`config.mk`:
```
export PLATFORM = sky130hd
export DESIGN_NAME = keypad_scan
export DESIGN_NICKNAME = d
export VERILOG_FILES = /design/src/rtl/keypad_scan.sv
export SDC_FILE = /design/constraint.sdc
export NUM_CORES = 1
export LEC_CHECK = 0
export BUFFER_PORTS_ARGS = -buffer_cell sky130_fd_sc_hd__buf_4
export CAP_MARGIN = 10
export CORE_ASPECT_RATIO = 0.6
export CORE_MARGIN = 5
export CORE_UTILIZATION = 35
export CTS_CLUSTER_SIZE = 24
export DETAILED_ROUTE_END_ITERATION = 7
export GPL_ROUTABILITY_DRIVEN = 0
export HOLD_SLACK_MARGIN = 0.12
export SLEW_MARGIN = 10
export SYNTH_ARGS = -nofsm -noshare
export SYNTH_HDL_FRONTEND = slang
export SYNTH_SLANG_ARGS = --single-unit
export TNS_END_PERCENT = 100
```
`constraint.sdc`:
```
create_clock -name clk -period 3.7 [get_ports clk]
set_input_delay 0.37 -clock clk [delete_from_list [all_inputs] [get_ports clk]]
set_output_delay 0.37 -clock clk [all_outputs]
set_load 0.01 [all_outputs]
```
`src/rtl/keypad_scan.sv`:
```
// 4x4 matrix keypad scanner: column drive, row synchronizer, per-scan key bitmap,
// priority encode and press/release debounce producing the key/key_pulse bus.
module keypad_scan #(
    parameter int SCAN_DIV     = 25000,
    parameter int DEBOUNCE_CNT = 4
) (
    input  logic       clk,
    input  logic       rst,
    input  logic [3:0] key_row,
    output logic [3:0] key_col,
    output logic [4:0] key,
    output logic [4:0] key_pulse
);

    localparam int              DIV_W    = (SCAN_DIV > 1) ? $clog2(SCAN_DIV) : 1;
    localparam logic [DIV_W-1:0] DIV_LAST = DIV_W'(SCAN_DIV - 1);
    localparam logic [3:0]       DB_LAST  = 4'(DEBOUNCE_CNT);

    typedef enum logic [1:0] {
        IDLE,
        PRESS_DB,
        HELD,
        REL_DB
    } state_e;

    logic [3:0]       row_meta_q, row_sync_q;
    logic [DIV_W-1:0] div_q, div_d;
    logic [1:0]       col_idx_q, col_idx_d;
    logic [3:0]       key_col_q, key_col_d;
    logic [15:0]      bitmap_q, bitmap_d;
    state_e           state_q, state_d;
    logic [3:0]       cand_q, cand_d;
    logic [3:0]       cnt_q, cnt_d;
    logic [4:0]       key_q, key_d;
    logic [4:0]       key_pulse_q, key_pulse_d;

    logic        tick, scan_done, raw_valid;
    logic [15:0] bitmap_now;
    logic [3:0]  raw_code, cnt_inc;

    // NOTE: every signal assigned here gets a default first, so no path infers a latch.
    always_comb begin
        tick      = (div_q == DIV_LAST);
        scan_done = tick && (col_idx_q == 2'd3);

        bitmap_now = bitmap_q;
        if (tick) begin
            for (int r = 0; r < 4; r++) begin
                if (row_sync_q[r]) bitmap_now[{2'(r), col_idx_q}] = 1'b1;
            end
        end

        // Descending scan leaves the lowest set index, so the lowest code wins.
        raw_code = 4'd0;
        for (int i = 15; i >= 0; i--) begin
            if (bitmap_now[i]) raw_code = 4'(i);
        end
        raw_valid = |bitmap_now;

        div_d     = tick ? '0 : div_q + 1'b1;
        col_idx_d = tick ? col_idx_q + 2'd1 : col_idx_q;
        key_col_d = 4'b0001 << col_idx_d;
        bitmap_d  = scan_done ? 16'h0000 : bitmap_now;

        cnt_inc = (cnt_q == 4'hF) ? cnt_q : cnt_q + 4'd1;

        state_d     = state_q;
        cand_d      = cand_q;
        cnt_d       = cnt_q;
        key_d       = key_q;
        key_pulse_d = 5'h00;

        if (scan_done) begin
            unique case (state_q)
                IDLE: begin
                    if (raw_valid) begin
                        if (DB_LAST == 4'd1) begin
                            state_d     = HELD;
                            key_d       = {1'b1, raw_code};
                            key_pulse_d = {1'b1, raw_code};
                        end else begin
                            state_d = PRESS_DB;
                            cand_d  = raw_code;
                            cnt_d   = 4'd1;
                        end
                    end
                end
                PRESS_DB: begin
                    if (!raw_valid) begin
                        state_d = IDLE;
                    end else if (raw_code != cand_q) begin
                        cand_d = raw_code;
                        cnt_d  = 4'd1;
                    end else if (cnt_inc == DB_LAST) begin
                        state_d     = HELD;
                        key_d       = {1'b1, cand_q};
                        key_pulse_d = {1'b1, cand_q};
                    end else begin
                        cnt_d = cnt_inc;
                    end
                end
                HELD: begin
                    if (!raw_valid || raw_code != key_q[3:0]) begin
                        if (DB_LAST == 4'd1) begin
                            state_d = IDLE;
                            key_d   = 5'h00;
                        end else begin
                            state_d = REL_DB;
                            cnt_d   = 4'd1;
                        end
                    end
                end
                REL_DB: begin
                    // key stays valid here so downstream sees no dropout on release bounce.
                    if (raw_valid && raw_code == key_q[3:0]) begin
                        state_d = HELD;
                    end else if (cnt_inc == DB_LAST) begin
                        state_d = IDLE;
                        key_d   = 5'h00;
                    end else begin
                        cnt_d = cnt_inc;
                    end
                end
                default: state_d = IDLE;
            endcase
        end
    end

    // NOTE: sequential state uses non-blocking assignments only, so every flop samples pre-edge values.
    always_ff @(posedge clk or negedge rst) begin
        if (!rst) begin
            row_meta_q  <= 4'h0;
            row_sync_q  <= 4'h0;
            div_q       <= '0;
            col_idx_q   <= 2'd0;
            key_col_q   <= 4'b0001;
            bitmap_q    <= 16'h0000;
            state_q     <= IDLE;
            cand_q      <= 4'h0;
            cnt_q       <= 4'h0;
            key_q       <= 5'h00;
            key_pulse_q <= 5'h00;
        end else begin
            row_meta_q  <= key_row;
            row_sync_q  <= row_meta_q;
            div_q       <= div_d;
            col_idx_q   <= col_idx_d;
            key_col_q   <= key_col_d;
            bitmap_q    <= bitmap_d;
            state_q     <= state_d;
            cand_q      <= cand_d;
            cnt_q       <= cnt_d;
            key_q       <= key_d;
            key_pulse_q <= key_pulse_d;
        end
    end

    assign key_col   = key_col_q;
    assign key       = key_q;
    assign key_pulse = key_pulse_q;

endmodule

```
**Yosys cells after proc, flatten, opt, wreduce, memory -nomap -nowiden**

Cells that the tools add are included.

- Add/subtract/negate cells: 3
- Magnitude comparators: 8
- Equality and inequality tests: 21
- Shift operators: 1
- Multiplexer cells: 66
- Bitwise operators: 4
- Reduce and logical (&&, ||, !) cells: 16

Operator list:

| operator | number |
|---|---|
| $mux W16 | 9 |
| $mux W4 | 26 |
| $mux W5 | 10 |
| $mux W2 | 8 |
| $ne A2 B2 Y1 const B | 8 |
| $or A16 B12 Y16 | 1 |
| $or A16 B16 Y16 | 1 |
| $or A16 B4 Y16 | 1 |
| $or A16 B8 Y16 | 1 |
| $pmux W4 S4 | 1 |
| $reduce_or A16 Y1 | 1 |
| $add A15 B1 Y15 const B | 1 |
| $eq A15 B15 Y1 const B | 1 |
| $mux W15 | 1 |
| $lt A4 B5 Y1 const B | 2 |
| $pmux W5 S2 | 1 |
| $reduce_and A5 Y1 | 2 |
| $ne A3 B3 Y1 const B | 3 |
| $demux W1 S2 | 4 |
| $ge A4 B1 Y1 const B | 2 |
| $ne A4 B4 Y1 | 2 |
| $pmux W2 S4 | 1 |
| $pmux W4 S2 | 1 |
| $reduce_and A7 Y1 | 1 |
| 19 further kinds | 30 |

- Bits in registers: 65
- Input port bits: 6
- Word-level logic and storage cells: 130

**Depth between registers and ports, before layout**

- Depth in word-level cells: 37
- Mapped depth: 13
- Mapped depth without buffers: 12

**Worst setup path before layout**

Ideal clock, no wire load.

- Path type: register to register
- Start: register div_q[0]
- End: register cand_q[3]
- Arrival: 3.223 ns
- Required time: 3.636 ns
- Setup slack: 0.413 ns
- Stages on the path, launching flop included: 13
- Clock period less this slack: 3.287 ns
- Path through: dfrtp_1 ha_1 clkbuf_1 and3b_1 and2_1 a31o_2 a221oi_1 a2111oi_4 o221a_2 o2111a_2 a211o_4 a2111oi_4 a21o_1

- Longest elaborated chain between the ends: 21
- Elaborated cells on any way between the ends: 29
- Those cells by class: eq/ne: 5; mux: 21; reduce/logical: 3

RTL lines:

| element | line | RTL |
|---|---|---|
| start: declaration | 27 | `logic [DIV_W-1:0] div_q, div_d;` |
| start signal: assignment | 146 | `div_q <= div_d;` |
| $eq A15 B15 Y1 * | 43 | `tick = (div_q == DIV_LAST);` |
| $mux W16 | 47 | `if (tick) begin` |
| $mux W4 (16 in a row) | 56 | `if (bitmap_now[i]) raw_code = 4'(i);` |
| $ne A4 B4 Y1 or $mux W4 (tied branches) | 91 | `end else if (raw_code != cand_q) begin` |
| $ne A2 B2 Y1 (no source line) or $mux W4 (tied branches) | -- |  |
| $reduce_and A5 Y1 (no source line) or $pmux W4 S2 (tied branches) | -- |  |
| end signal: assignment | 151 | `cand_q <= cand_d;` |
| end: declaration | 32 | `logic [3:0] cand_q, cand_d;` |

Mark *: on every way between the ends. The rest lies on a longest branch, timed or not. The select of a mux whose other input is x is not followed.
A chain may end at the register's enable or synchronous reset.

**Worst setup path after layout**

- Start: register div_q[4]
- End: register cand_q[3]

The elaborated chain is that of the path after synthesis.

==> flow_summary.toml <==
[global_route]
grt_max_degree = 66
gr-total-overflow = 0
antenna_found_initial = 0
grt_pass1_vias = 2632
grt_pass1_wl_um = 14200
track_usage = 0.154

[synthesis]
yosysSeqAreaShare = 0.474
yosys.area.top_type_share = 0.466
postSynthAreaPerCell_um2 = 10.2
yosysMostFrequentCell = "dfrtp_1"
synth_commonest_cells = "dfrtp_1, nor2_1, nand2_1, and2_1, o21ai_0"
synth.net_count = 348
async_flop_share = 1.00
ys_warn_count = 0
synth-main-ff-cell = "dfrtp_1"
yosysTopAreaCell = "dfrtp_1"
synth_edf_count = 0
synth-seq-cells = 65
netlist_instances = 336
syn_area_um2 = 3440
ys_top_cells_by_area = "dfrtp_1, nor2_1, and2_1"
synth_cell_types = 62

[setup_path]
startpoint_type = "register"
path_class = "register to register"
cp-startpoint = "div_q[4]"
path_max_fanout = 7
crit_required_ns = 3.98
cp-end-kind = "register"
reg2reg_from = "div_q[4]"
arrival_ns = 3.83

[drt]
drc = 0
drtIter0Drc = 334
routed_wl_um = 8780
first_pass_iters = 5
wl_per_cell_um = 16.9
via_per_inst = 5.53
num_vias = 2866
ant_nets = 0

[pwr]
power.clock.fraction = 0.536
switching_share = 0.207
vdd_drop_max_v = 0.000205
p_leak_nw = 1.92
power_frac_comb = 0.011
pwr-share-seq = 0.453
p_int_w = 0.00126
p_sw_w = 0.000329
p_per_area_nw_per_um2 = 375

[sta]
setup_violations = 0
period_minus_slack_ns = 3.55
min_period_over_period = 0.959
clock.fmax_mhz = 282
finClkSkew_ns = 0.00647
hold_viol = 0
slew_viol_final = 0
max_slew.worst_pin.slew_ns = 0.884
relSlewSlack = 0.406
whs_ns = 0.143

[place]
postPlaceCellArea_um2 = 3820
hpwl_um = 6270
port_buffers = 19

[cells_and_area]
area_growth_syn_to_layout_pct = 22.9
drive_above_1_share = 0.219
seqCellArea_um2 = 1630
final_core_util = 0.435
fill_cells = 941
multiInputGateArea_um2 = 1780
nNetsFinal = 390
design_area_um2 = 4220
diodes = 0

[clocking]
cts.sinks = 65
clk_latency_ns = 0.34
clockRootBuffer = "clkbuf_16"
clockBufferDepth = 2
htreeDepth = 3
cts_tree = "yes"
clk_pin_slew_worst_paths_ns = 0.06
postCtsHoldBufs = 0
numCtsBuffers = 9

[die]
floorplan.initialDensity = 0.354
coreArea_um2 = 9700
core.rowCount = 28
fp.dieArea_um2 = 12000
die_h_um = 86.7
die_x_um = 138
pin_count = 20

[outcome]
status = "finished clean"

[min_path]
hold_start = "key_row[0]"
hold_class = "input port to register"

[job]
cap_violations = 0
==> layer usage <==
metal  part of all wire  vias to the layer above  track usage
li1                   -                     1323            -
met1               0.51                     1399        0.245
met2               0.38                      126        0.187
met3              0.089                       18       0.0586
met4              0.015                        0       0.0475
met5                  0                        -            0
==> final timing paths <==
check                                endpoint  slack [ns]  depth (start not counted)
worst max-delay path                cand_q[3]        0.15                         10
worst min-delay path            row_meta_q[0]        0.14                          1
worst max register to register      cand_q[3]        0.15                         10
worst min register to register  row_sync_q[2]        0.35                          0
max in group asynchronous           div_q[14]        3.03                          1
min in group asynchronous         bitmap_q[9]        0.15                          1
==> kinds of logic (layout without fill, tap and decap cells) <==
group | count (synthesis) | count (layout) | synth area share
flip-flops | 65 | 65 | 0.474
AND/OR/NAND/NOR | 149 | 150 | 0.254
buffers and inverters | 22 | 68 | 0.0269
XOR/XNOR | 16 | 16 | 0.0408
adder cells (fa/ha/maj) | 6 | 6 | 0.0218
multiplexers | 2 | 2 | 0.00619
AO/OA/AOI/OAI | 76 | 76 | 0.176
==> power groups by stage <==
stage / Sequential [W] / Combinational, W / Clock, W
2_1_floorplan: 0.000730 / 0.000000411 / 0
3_5_place_dp: 0.000731 / 0.0000190 / 0
4_1_cts: 0.000718 / 0.0000191 / 0.000866
5_1_grt: 0.000719 / 0.0000214 / 0.000892
6_report: 0.000718 / 0.0000175 / 0.000849
3_3_place_gp: 0.000731 / 0.0000183 / 0
==> flip-flops by register name, indices dropped and copies added (netlist names) <==
| name | cells |
|---|---|
| row_sync_q | 4 |
| row_meta_q | 4 |
| col_idx_q | 2 |
| state_q | 2 |
| key_col | 4 |
| key_pulse | 5 |
| cand_q | 4 |
| bitmap_q | 16 |
| div_q | 15 |
| key | 5 |
| cnt_q | 4 |
==> cell usage in the layout (no fill, tap or decap), drive strengths merged, types with 5 or more instances in the layout <==
master	synthesis	final
nand2b	5	5
o21ai	17	17
nand3	10	10
dfrtp	64	64
a21oi	10	10
and3	6	6
and2	16	16
xor2	10	10
nand2	20	20
ha	6	6
nand4	5	5
nor2	45	45
nor4	13	13
clkbuf	8	11
xnor2	6	6
nor3	6	6
a31oi	5	5
a2111oi	5	5
inv	11	11
buf	3	41
nor2b	5	5
==> critical path: stages, from the launching register on <==
cell       delay [ns]
dfrtp_1          0.43
or4_4            0.66
nor4b_4          0.32
a21o_1           0.22
o211ai_1         0.18
a2111oi_4        0.41
o21ai_2          0.13
o2111a_2         0.32
a211o_4          0.39
a2111oi_4        0.32
a21o_1           0.11
==> cell type report <==
cell class | instances | share of cell area
repair buffers | 41 | 0.0729
inverters | 11 | 0.00978
multi-input cells | 250 | 0.421
flip-flops and latches | 65 | 0.386
clock buffers | 11 | 0.0575
clock inverters | 5 | 0.0130
well taps | 135 | 0.0400
==> repair_timing <==
item	CTS	global route
hold endpoints to repair	0	0
resized for setup	0	10
endpoints found under the setup margin	0	18
buffers inserted	0	6
==> stage by stage <==
| step | total power [W] | setup TNS, ns | setup WS (ns) | instances |
|---|---|---|---|---|
| floorplan | 0.000730 | 0 | 0.413 | 336 |
| global placement | 0.000749 | 0 | 0.151 | 495 |
| detailed placement | 0.000750 | 0 | 0.0514 | 495 |
| CTS | 0.00160 | 0 | 0.0494 | 511 |
| global route | 0.00163 | -0.00118 | -0.000605 | 518 |
| finish | 0.00158 | 0 | 0.150 | 518 |
No activity file was read; power rests on OpenSTA's default activity.
